## src/rtl/fetch_sequencer_pkg.sv

```systemverilog
// Shared definitions for the fetch sequencer: default widths, the start address,
// the run-control state type and the program-counter type.
// No ports.
package fetch_sequencer_pkg;

    localparam int unsigned PC_W       = 10;
    localparam int unsigned START_ADDR = 0;
    localparam int unsigned CNT_W      = 16;

    typedef enum logic [1:0] {
        FS_IDLE,
        FS_RUN,
        FS_DONE
    } fetch_state_e;

    typedef logic [PC_W-1:0] pc_t;

endpackage

```

## src/rtl/fetch_sequencer_if.sv

```systemverilog
// Fetch-sequencer bus: branch-unit / decoder / run-control inputs and the
// instruction-ROM address plus status outputs.
//   start         run request (IDLE/DONE only)
//   branch        branch taken this cycle
//   address       branch target
//   halt_instr    current instruction is halt
//   stall         hold the PC this cycle
//   prog_counter  instruction-ROM address
//   busy          high while running
//   done          high while in DONE
//   cycle_count   RUN cycles of the current/last run
// Modports: master drives the inputs and observes status, slave is the sequencer.
interface fetch_sequencer_if #(
    parameter int unsigned PC_W  = fetch_sequencer_pkg::PC_W,
    parameter int unsigned CNT_W = fetch_sequencer_pkg::CNT_W
);

    logic             start;
    logic             branch;
    logic [PC_W-1:0]  address;
    logic             halt_instr;
    logic             stall;
    logic [PC_W-1:0]  prog_counter;
    logic             busy;
    logic             done;
    logic [CNT_W-1:0] cycle_count;

    modport master (
        output start, branch, address, halt_instr, stall,
        input  prog_counter, busy, done, cycle_count
    );

    modport slave (
        input  start, branch, address, halt_instr, stall,
        output prog_counter, busy, done, cycle_count
    );

endinterface

```

## src/rtl/fetch_sequencer_sat_counter.sv

```systemverilog
// Saturating up-counter used for the run cycle count.
//   clk    clock
//   reset  synchronous, active-low
//   clr    clear to zero (wins over en)
//   en     count one step; holds once all-ones is reached
//   count  registered counter value
module fetch_sequencer_sat_counter #(
    parameter int unsigned CNT_W = 16
) (
    input  logic             clk,
    input  logic             reset,
    input  logic             clr,
    input  logic             en,
    output logic [CNT_W-1:0] count
);

    logic [CNT_W-1:0] count_q;
    logic [CNT_W-1:0] count_d;

    always_comb begin
        count_d = count_q;
        if (clr) begin
            count_d = '0;
        end else if (en && (count_q != '1)) begin
            count_d = count_q + CNT_W'(1);
        end
    end

    always_ff @(posedge clk) begin
        if (!reset) begin
            count_q <= '0;
        end else begin
            count_q <= count_d;
        end
    end

    assign count = count_q;

endmodule

```

## src/rtl/fetch_sequencer.sv

```systemverilog
// Program-counter / fetch sequencer with start/done run control.
//   clk    clock, all state on posedge
//   reset  synchronous, active-low
//   bus    fetch_sequencer_if slave: start, branch, address, halt_instr, stall in;
//          prog_counter, busy, done, cycle_count out (all registered)
// Per RUN cycle the PC source priority is halt > stall > branch > increment.
module fetch_sequencer #(
    parameter int unsigned PC_W       = fetch_sequencer_pkg::PC_W,
    parameter int unsigned START_ADDR = fetch_sequencer_pkg::START_ADDR,
    parameter int unsigned CNT_W      = fetch_sequencer_pkg::CNT_W
) (
    input logic              clk,
    input logic              reset,
    fetch_sequencer_if.slave bus
);

    import fetch_sequencer_pkg::*;

    localparam logic [PC_W-1:0] START_PC = PC_W'(START_ADDR);

    fetch_state_e    state_q;
    fetch_state_e    state_d;
    logic [PC_W-1:0] pc_q;
    logic [PC_W-1:0] pc_d;
    logic            cnt_clr;
    logic            cnt_en;

    always_comb begin
        state_d = state_q;
        pc_d    = pc_q;
        cnt_clr = 1'b0;
        cnt_en  = 1'b0;
        unique case (state_q)
            FS_IDLE, FS_DONE: begin
                if (bus.start) begin
                    state_d = FS_RUN;
                    pc_d    = START_PC;
                    cnt_clr = 1'b1;
                end
            end
            FS_RUN: begin
                if (bus.halt_instr) begin
                    // Halt cycle is not counted and any branch target is dropped.
                    state_d = FS_DONE;
                end else begin
                    cnt_en = 1'b1;
                    if (bus.stall) begin
                        pc_d = pc_q;
                    end else if (bus.branch) begin
                        pc_d = bus.address;
                    end else begin
                        pc_d = pc_q + PC_W'(1);
                    end
                end
            end
            default: begin
                state_d = FS_IDLE;
                pc_d    = START_PC;
            end
        endcase
    end

    always_ff @(posedge clk) begin
        if (!reset) begin
            state_q <= FS_IDLE;
            pc_q    <= START_PC;
        end else begin
            state_q <= state_d;
            pc_q    <= pc_d;
        end
    end

    fetch_sequencer_sat_counter #(
        .CNT_W (CNT_W)
    ) u_cycle_counter (
        .clk   (clk),
        .reset (reset),
        .clr   (cnt_clr),
        .en    (cnt_en),
        .count (bus.cycle_count)
    );

    // Decodes of the state register only, so no input reaches an output combinationally.
    assign bus.prog_counter = pc_q;
    assign bus.busy         = (state_q == FS_RUN);
    assign bus.done         = (state_q == FS_DONE);

endmodule

```

## src/flat_wrapper.sv

```systemverilog
// flat-port wrapper written by rule: the top's interface ports become plain ports
module fetch_sequencer_flat import fetch_sequencer_pkg::*;
#(
    parameter int unsigned PC_W       = fetch_sequencer_pkg::PC_W,
    parameter int unsigned START_ADDR = fetch_sequencer_pkg::START_ADDR,
    parameter int unsigned CNT_W      = fetch_sequencer_pkg::CNT_W
)
  (clk, reset, bus_start, bus_branch, bus_address, bus_halt_instr, bus_stall, bus_prog_counter, bus_busy, bus_done, bus_cycle_count);
  fetch_sequencer_if #(.PC_W(PC_W), .CNT_W(CNT_W)) bus_i ();
  input logic clk;
  input logic reset;
  input wire logic [$bits(bus_i.start)-1:0] bus_start;
  input wire logic [$bits(bus_i.branch)-1:0] bus_branch;
  input wire logic [$bits(bus_i.address)-1:0] bus_address;
  input wire logic [$bits(bus_i.halt_instr)-1:0] bus_halt_instr;
  input wire logic [$bits(bus_i.stall)-1:0] bus_stall;
  output wire logic [$bits(bus_i.prog_counter)-1:0] bus_prog_counter;
  output wire logic [$bits(bus_i.busy)-1:0] bus_busy;
  output wire logic [$bits(bus_i.done)-1:0] bus_done;
  output wire logic [$bits(bus_i.cycle_count)-1:0] bus_cycle_count;
  assign bus_i.start = bus_start;
  assign bus_i.branch = bus_branch;
  assign bus_i.address = bus_address;
  assign bus_i.halt_instr = bus_halt_instr;
  assign bus_i.stall = bus_stall;
  assign bus_prog_counter = bus_i.prog_counter;
  assign bus_busy = bus_i.busy;
  assign bus_done = bus_i.done;
  assign bus_cycle_count = bus_i.cycle_count;
  fetch_sequencer #(.PC_W(PC_W), .START_ADDR(START_ADDR), .CNT_W(CNT_W)) u_core (.clk(clk), .reset(reset), .bus(bus_i));
endmodule
```

## config.mk

```make
export PLATFORM = sky130hd
export DESIGN_NAME = fetch_sequencer_flat
export DESIGN_NICKNAME = d
export VERILOG_FILES = /design/src/rtl/fetch_sequencer_pkg.sv /design/src/rtl/fetch_sequencer_if.sv /design/src/rtl/fetch_sequencer_sat_counter.sv /design/src/rtl/fetch_sequencer.sv /design/src/flat_wrapper.sv
export SDC_FILE = /design/constraint.sdc
export NUM_CORES = 1
export LEC_CHECK = 0
export CAP_MARGIN = 20
export CORE_ASPECT_RATIO = 0.75
export CORE_UTILIZATION = 30
export DETAILED_ROUTE_END_ITERATION = 16
export GPL_ROUTABILITY_DRIVEN = 1
export PLACE_DENSITY = 0.55
export SKIP_LAST_GASP = 1
export SYNTH_ARGS = -nofsm -noshare
export SYNTH_HDL_FRONTEND = slang
export SYNTH_HIERARCHICAL = 1
export SYNTH_SLANG_ARGS = --single-unit
```

## constraint.sdc

```tcl
create_clock -name clk -period 1.65 [get_ports clk]
set_input_delay 0.2475 -clock clk [delete_from_list [all_inputs] [get_ports clk]]
set_output_delay 0.2475 -clock clk [all_outputs]
set_load 0.01 [all_outputs]
```

# == Word-level counts from Yosys, hierarchy flattened ==
# Cells that the tools add are included.
# word_totals
regBits,28
out_inout_bits,28
# classes
n_addsub,2
n_eq_ne,7
muxes,12
n_bitwise,1
n_reduce_logical,6
# op_table
cell,count
$mux W10,4
$pmux W10 S2,1
$add A16 B1 Y16 const B,1
$ne A16 B16 Y1 const B,1
$add A10 B1 Y10 const B,1
$ne A2 B2 Y1 const B,4
$mux W1,4
$mux W2,2
$pmux W2 S2,1
$reduce_or A2 Y1,2
$reduce_and A3 Y1,1
$eq A2 B1 Y1 const B,1
$eq A2 B2 Y1 const B,1
$logic_not A2 Y1,1
$reduce_and A2 Y1,1
$logic_and A1 B1 Y1,1
$not A1 Y1,1

# == Depth between registers and ports, before layout ==
# Gate-level depths: netlist of run 1.
# logic_depth
depth_word,5
depth_mapped,6
ltp_nobuf,6

# == Cells and area by module ==
# Netlist of run 1, hierarchy kept.
# by_module_without_submodules
mod,instances,cells_per_inst,area_each_um2,seq_area_each_um2
fetch_sequencer_sat_counter,1,91,864.6,320.3
fetch_sequencer,1,93,719.4,240.2

# == Least setup slack after synthesis of run 1 ==
# Ideal clock, no wire load.
# synth_timing
path_type,register to register
startpoint,reg u_core.state_q[0]
endpoint,reg u_core.u_cycle_counter.count_q[13] (netlist: u_core/u_cycle_counter/count[13])
arrival_ns,1.733
required_time_ns,1.579
path_slack_ns,-0.154
stages_incl_launch_ff,7
path_buffers,0
period_less_slack_ns,1.804
cell_sequence,dfxtp_1 -> nand2b_1 -> nor2_1 -> and4_2 -> nand3_4 -> or4_1 -> a21oi_1
# synth_between
elab_cells_between_ends,8
classes_between,2 x eq/ne; 2 x mux; 4 x reduce/logical
# synth_lines
element,line_no,text
"start, declared",fetch_sequencer.sv:21,fetch_state_e state_q;
"start signal, assigned",fetch_sequencer.sv:68,state_q <= state_d;
$eq A2 B1 Y1,fetch_sequencer.sv:33,unique case (state_q)
$mux W1,fetch_sequencer.sv:33,
net u_core.cnt_en,fetch_sequencer.sv:26,logic cnt_en;
$logic_and A1 B1 Y1,fetch_sequencer_sat_counter.sv:24,end else if (en && (count_q != '1)) begin
"end signal, assigned",fetch_sequencer_sat_counter.sv:33,count_q <= count_d;
"end, declared",fetch_sequencer_sat_counter.sv:17,logic [CNT_W-1:0] count_q;
# The timed path passes the listed nets, and every way through them passes these cells.
# A chain may end at the register's enable or synchronous reset.

# == Worst setup path in the final report of run 1 ==
# layout_timing
startpoint,reg u_core.state_q[1]
endpoint,reg u_core.u_cycle_counter.count_q[9] (netlist: u_core/u_cycle_counter/count[9])
# Same word-level chain as after synthesis.

==> results of run 1 <==
cell usage after synthesis, types with 3 or more instances:
cell,n
nor3_1,3
clkbuf_1,3
nand4_1,4
nand2b_1,3
a21oi_1,14
nor4_1,5
o21ai_0,6
nand3_1,8
nor3_2,3
o31ai_1,4
and2_1,3
nor2_1,20
xor2_1,3
dfxtp_1,28
o22ai_1,4
nor2b_1,3
nand2_1,18
inv_1,4
critical path: stages, from the launching register on:
cell and delay (ns):
dfxtp_1 0.32, nand2b_4 0.14, nor2_4 0.09, and4_4 0.27, nand3_4 0.11, or4_1 0.43
a21oi_1 0.16
through the flow:
stage / power (W) / instances / cell area (µm²) / hold slack (ns)
after floorplan: 0.0007789 / 184 / 1602 / 0.3956
after global placement: 0.0008838 / 321 / 2311 / 0.5138
after detailed placement: 0.0008833 / 321 / 2311 / 0.5116
after CTS: 0.001324 / 326 / 2372 / 0.5276
after global routing: 0.001370 / 326 / 2389 / 0.5049
final: 0.001311 / 326 / 2389 / 0.4860
sequential cells by signal (all words and copies together), names as in the netlist:
register and count:
u_core/u_cycle_counter/count 16, u_core/state_q 2, u_core/bus.prog_counter 10
metal layers:
metal	track usage	routed length, µm
met5	0	0
met4	0.04375	48
met3	0.03694	240
met2	0.2222	1758
met1	0.2548	2328
area by class of cell:
| type | count | area (µm²) |
|---|---|---|
| tap | 72 | 90.09 |
| clock buffer | 4 | 55.05 |
| timing repair buffer | 69 | 638.1 |
| sequential | 28 | 570.5 |
| multi-input combinational | 149 | 1020 |
| fill | 494 | 2594 |
| inverter | 4 | 15.01 |
repair_timing:
action,CTS,global route
cloned,0,0
hold buffers,0,0
resized for setup,3,8
endpoints found under the hold margin,0,0
setup endpoints to repair,5,9
buffers inserted,1,0
pin swaps,1,2
logic make-up after synthesis:
kind of cell	Yosys count	share of synthesized area
AO/OA/AOI/OAI	50	0.2307
XOR/XNOR	5	0.02765
adder cells (fa/ha/maj)	2	0.01580
buffers and inverters	7	0.01658
flip-flops	28	0.3539
multiplexers	2	0.01264
AND/OR/NAND/NOR	90	0.3428
worst paths after layout:
| kind | from | slack (ns) | cells past startpoint | endpoint |
|---|---|---|---|---|
| max | u_core/state_q[1] | 0.07 | 6 | u_core/u_cycle_counter/count[9] |
| min | bus_halt_instr | 0.49 | 4 | u_core/state_q[1] |
| max reg2reg | u_core/state_q[1] | 0.07 | 6 | u_core/u_cycle_counter/count[9] |
| min reg2reg | u_core/bus.prog_counter[8] | 0.52 | 2 | u_core/bus.prog_counter[8] |
where the power goes:
part / leakage, nW / total (W) / internal (W) / switching [W]
clock network: 0.0288 / 0.000444 / 0.000214 / 0.000229
logic: 0.612 / 0.000179 / 0.0000953 / 0.0000835
registers: 0.230 / 0.000689 / 0.000682 / 0.00000675
cell usage in the layout (no fill, tap or decap), drive strengths merged, types with 2 or more instances in the layout:
| cell | n |
|---|---|
| clkdlybuf4s50 | 40 |
| dfxtp | 28 |
| buf | 26 |
| nor2 | 21 |
| nand2 | 18 |
| a21oi | 14 |
| nand3 | 9 |
| o21ai | 8 |
| nand4 | 6 |
| nor3 | 6 |
| nor4 | 5 |
| o22ai | 5 |
| clkbuf | 4 |
| inv | 4 |
| o31ai | 4 |
| and4 | 4 |
| nor2b | 3 |
| xor2 | 3 |
| and2 | 3 |
| nor3b | 3 |
| nand2b | 3 |
| o311ai | 3 |
| o41ai | 3 |
| dlygate4sd2 | 2 |
| mux2i | 2 |
| a22oi | 2 |
| or2 | 2 |
| and3 | 2 |
| o31a | 2 |
| a32oi | 2 |
| o211ai | 2 |
| xnor2 | 2 |
| ha | 2 |
| or3 | 2 |
| or4 | 2 |
==> results_dict.tcl, run 1 <==
set metrics [dict create \
    max-vdd-ir-drop_uv 235.4 \
    wl_mm 4.376 \
    buffer_ports.inserted 43 \
    setup_viol_count_final 0 \
    primary_flip_flop_cell_chosen_by_synthesis_mapping "dfxtp_1" \
    period_minus_slack_ns 1.585 \
    post-place-ws_ns -0.3027 \
    clock_insertion_delay_worst_skew_ns 0.28 \
    dieArea_mm2 0.005578 \
    power.static_leakage_nw 0.8709 \
    drt_pass1_iterations 4 \
    crit_type "register to register" \
    vias_per_cell 5.181 \
    layout.core_utilization 0.4794 \
    crit_path_end_kind "register" \
    global_route.usage.total 0.1646 \
    postRouteAntennaNets 0 \
    finalCritPeriodShare 0.9606 \
    maxSlewViolCount 0 \
    status "complete, no violations" \
    yosysWarningCount 6 \
    synth_cell_types 48 \
    cts_tree "built" \
    overflow 0 \
    clock_tree.buffer_depth 2 \
    synthTopCellsByArea "dfxtp_1, nor2_1, a21oi_1" \
    clkSinkCount 28 \
    fmaxAchievable_mhz 630.9 \
    syn_nets 202 \
    arrival_ns 1.80 \
    postLayoutSetupSlackWorst_ns 0.06505 \
    timing.final.hold_violations 0 \
    number_of_global_route_vias_before_repair 1502 \
    worstMarginPinSlew_ns 0.4811 \
    critical_path.max_fanout 8 \
    min_path_type "input pin to register" \
    yosysTopAreaCellShare 0.3539 \
    start_util 0.3179 \
    die_width_um 85.91 \
    syn-mean-instance-area_um2 8.609 \
    cts-htree-levels 1 \
    power_density_over_the_cells_mw_per_mm2 548.9 \
    grt_max_degree 24 \
    num_vias 1689 \
    postSynth.asyncResetShare 0 \
    post_synthesis_sequential_area_ratio 0.3539 \
    detail_route.drc_violations 0 \
    clk_transition_reported_paths_ns 0.10 \
    place_hpwl_mm 3.366 \
    gate_count_post_synth 184 \
    synth-edff-count 0 \
    startpoint_type "register" \
    wl_per_cell_um 13.42 \
    floorplan.io_pins 44 \
    worst-endpoint-required_ns 1.87 \
    timing.slew.headroom 0.6792 \
    die_y_um 64.93 \
    core.rowCount 22 \
    global_route_wire_length_before_repair_mm 7.217 \
    antenna_found_initial 0 \
    num_antenna_cells 0 \
    clock_tree_skew_after_final_layout_ns 0.003599 \
    clock_buffer_count_from_cts 3 \
    finalSetupTns_ns 0 \
    area_growth_pct 50.79 \
    globalplace.congestion 0.7776 \
    drive_above_1_share 0.2244 \
    core_region_area_mm2 0.004982 \
    first_iter_violations 121 \
    synth_area_leader_cell "dfxtp_1" \
    number_of_flip_flops_and_latches_in_the_synthesized_netlist 28 \
    cts-root-buf "clkbuf_8" \
    nets 273 \
    max-cap-violations 0 \
    syn_area_mm2 0.001584 \
]
Note: power is estimated with default switching activity, not from simulation.
==> run 2: changes to the inputs <==
--- a/config.mk
+++ b/config.mk
@@ -5,6 +5,7 @@
 export SDC_FILE = /design/constraint.sdc
 export NUM_CORES = 1
 export LEC_CHECK = 0
+export ABC_CLOCK_PERIOD_IN_PS = 1650
 export CAP_MARGIN = 20
 export CORE_ASPECT_RATIO = 0.75
 export CORE_UTILIZATION = 30
==> results of run 2 <==
The final DEF is identical to that of run 1; final timing and power are the same.
==> run 3: changes to the inputs <==
--- a/config.mk
+++ b/config.mk
@@ -9,6 +9,7 @@
 export CAP_MARGIN = 20
 export CORE_ASPECT_RATIO = 0.75
 export CORE_UTILIZATION = 30
+export CTS_CLUSTER_DIAMETER = 40
 export DETAILED_ROUTE_END_ITERATION = 16
 export GPL_ROUTABILITY_DRIVEN = 1
 export PLACE_DENSITY = 0.55
==> results of run 3 <==
The final DEF is identical to that of run 1; final timing and power are the same.
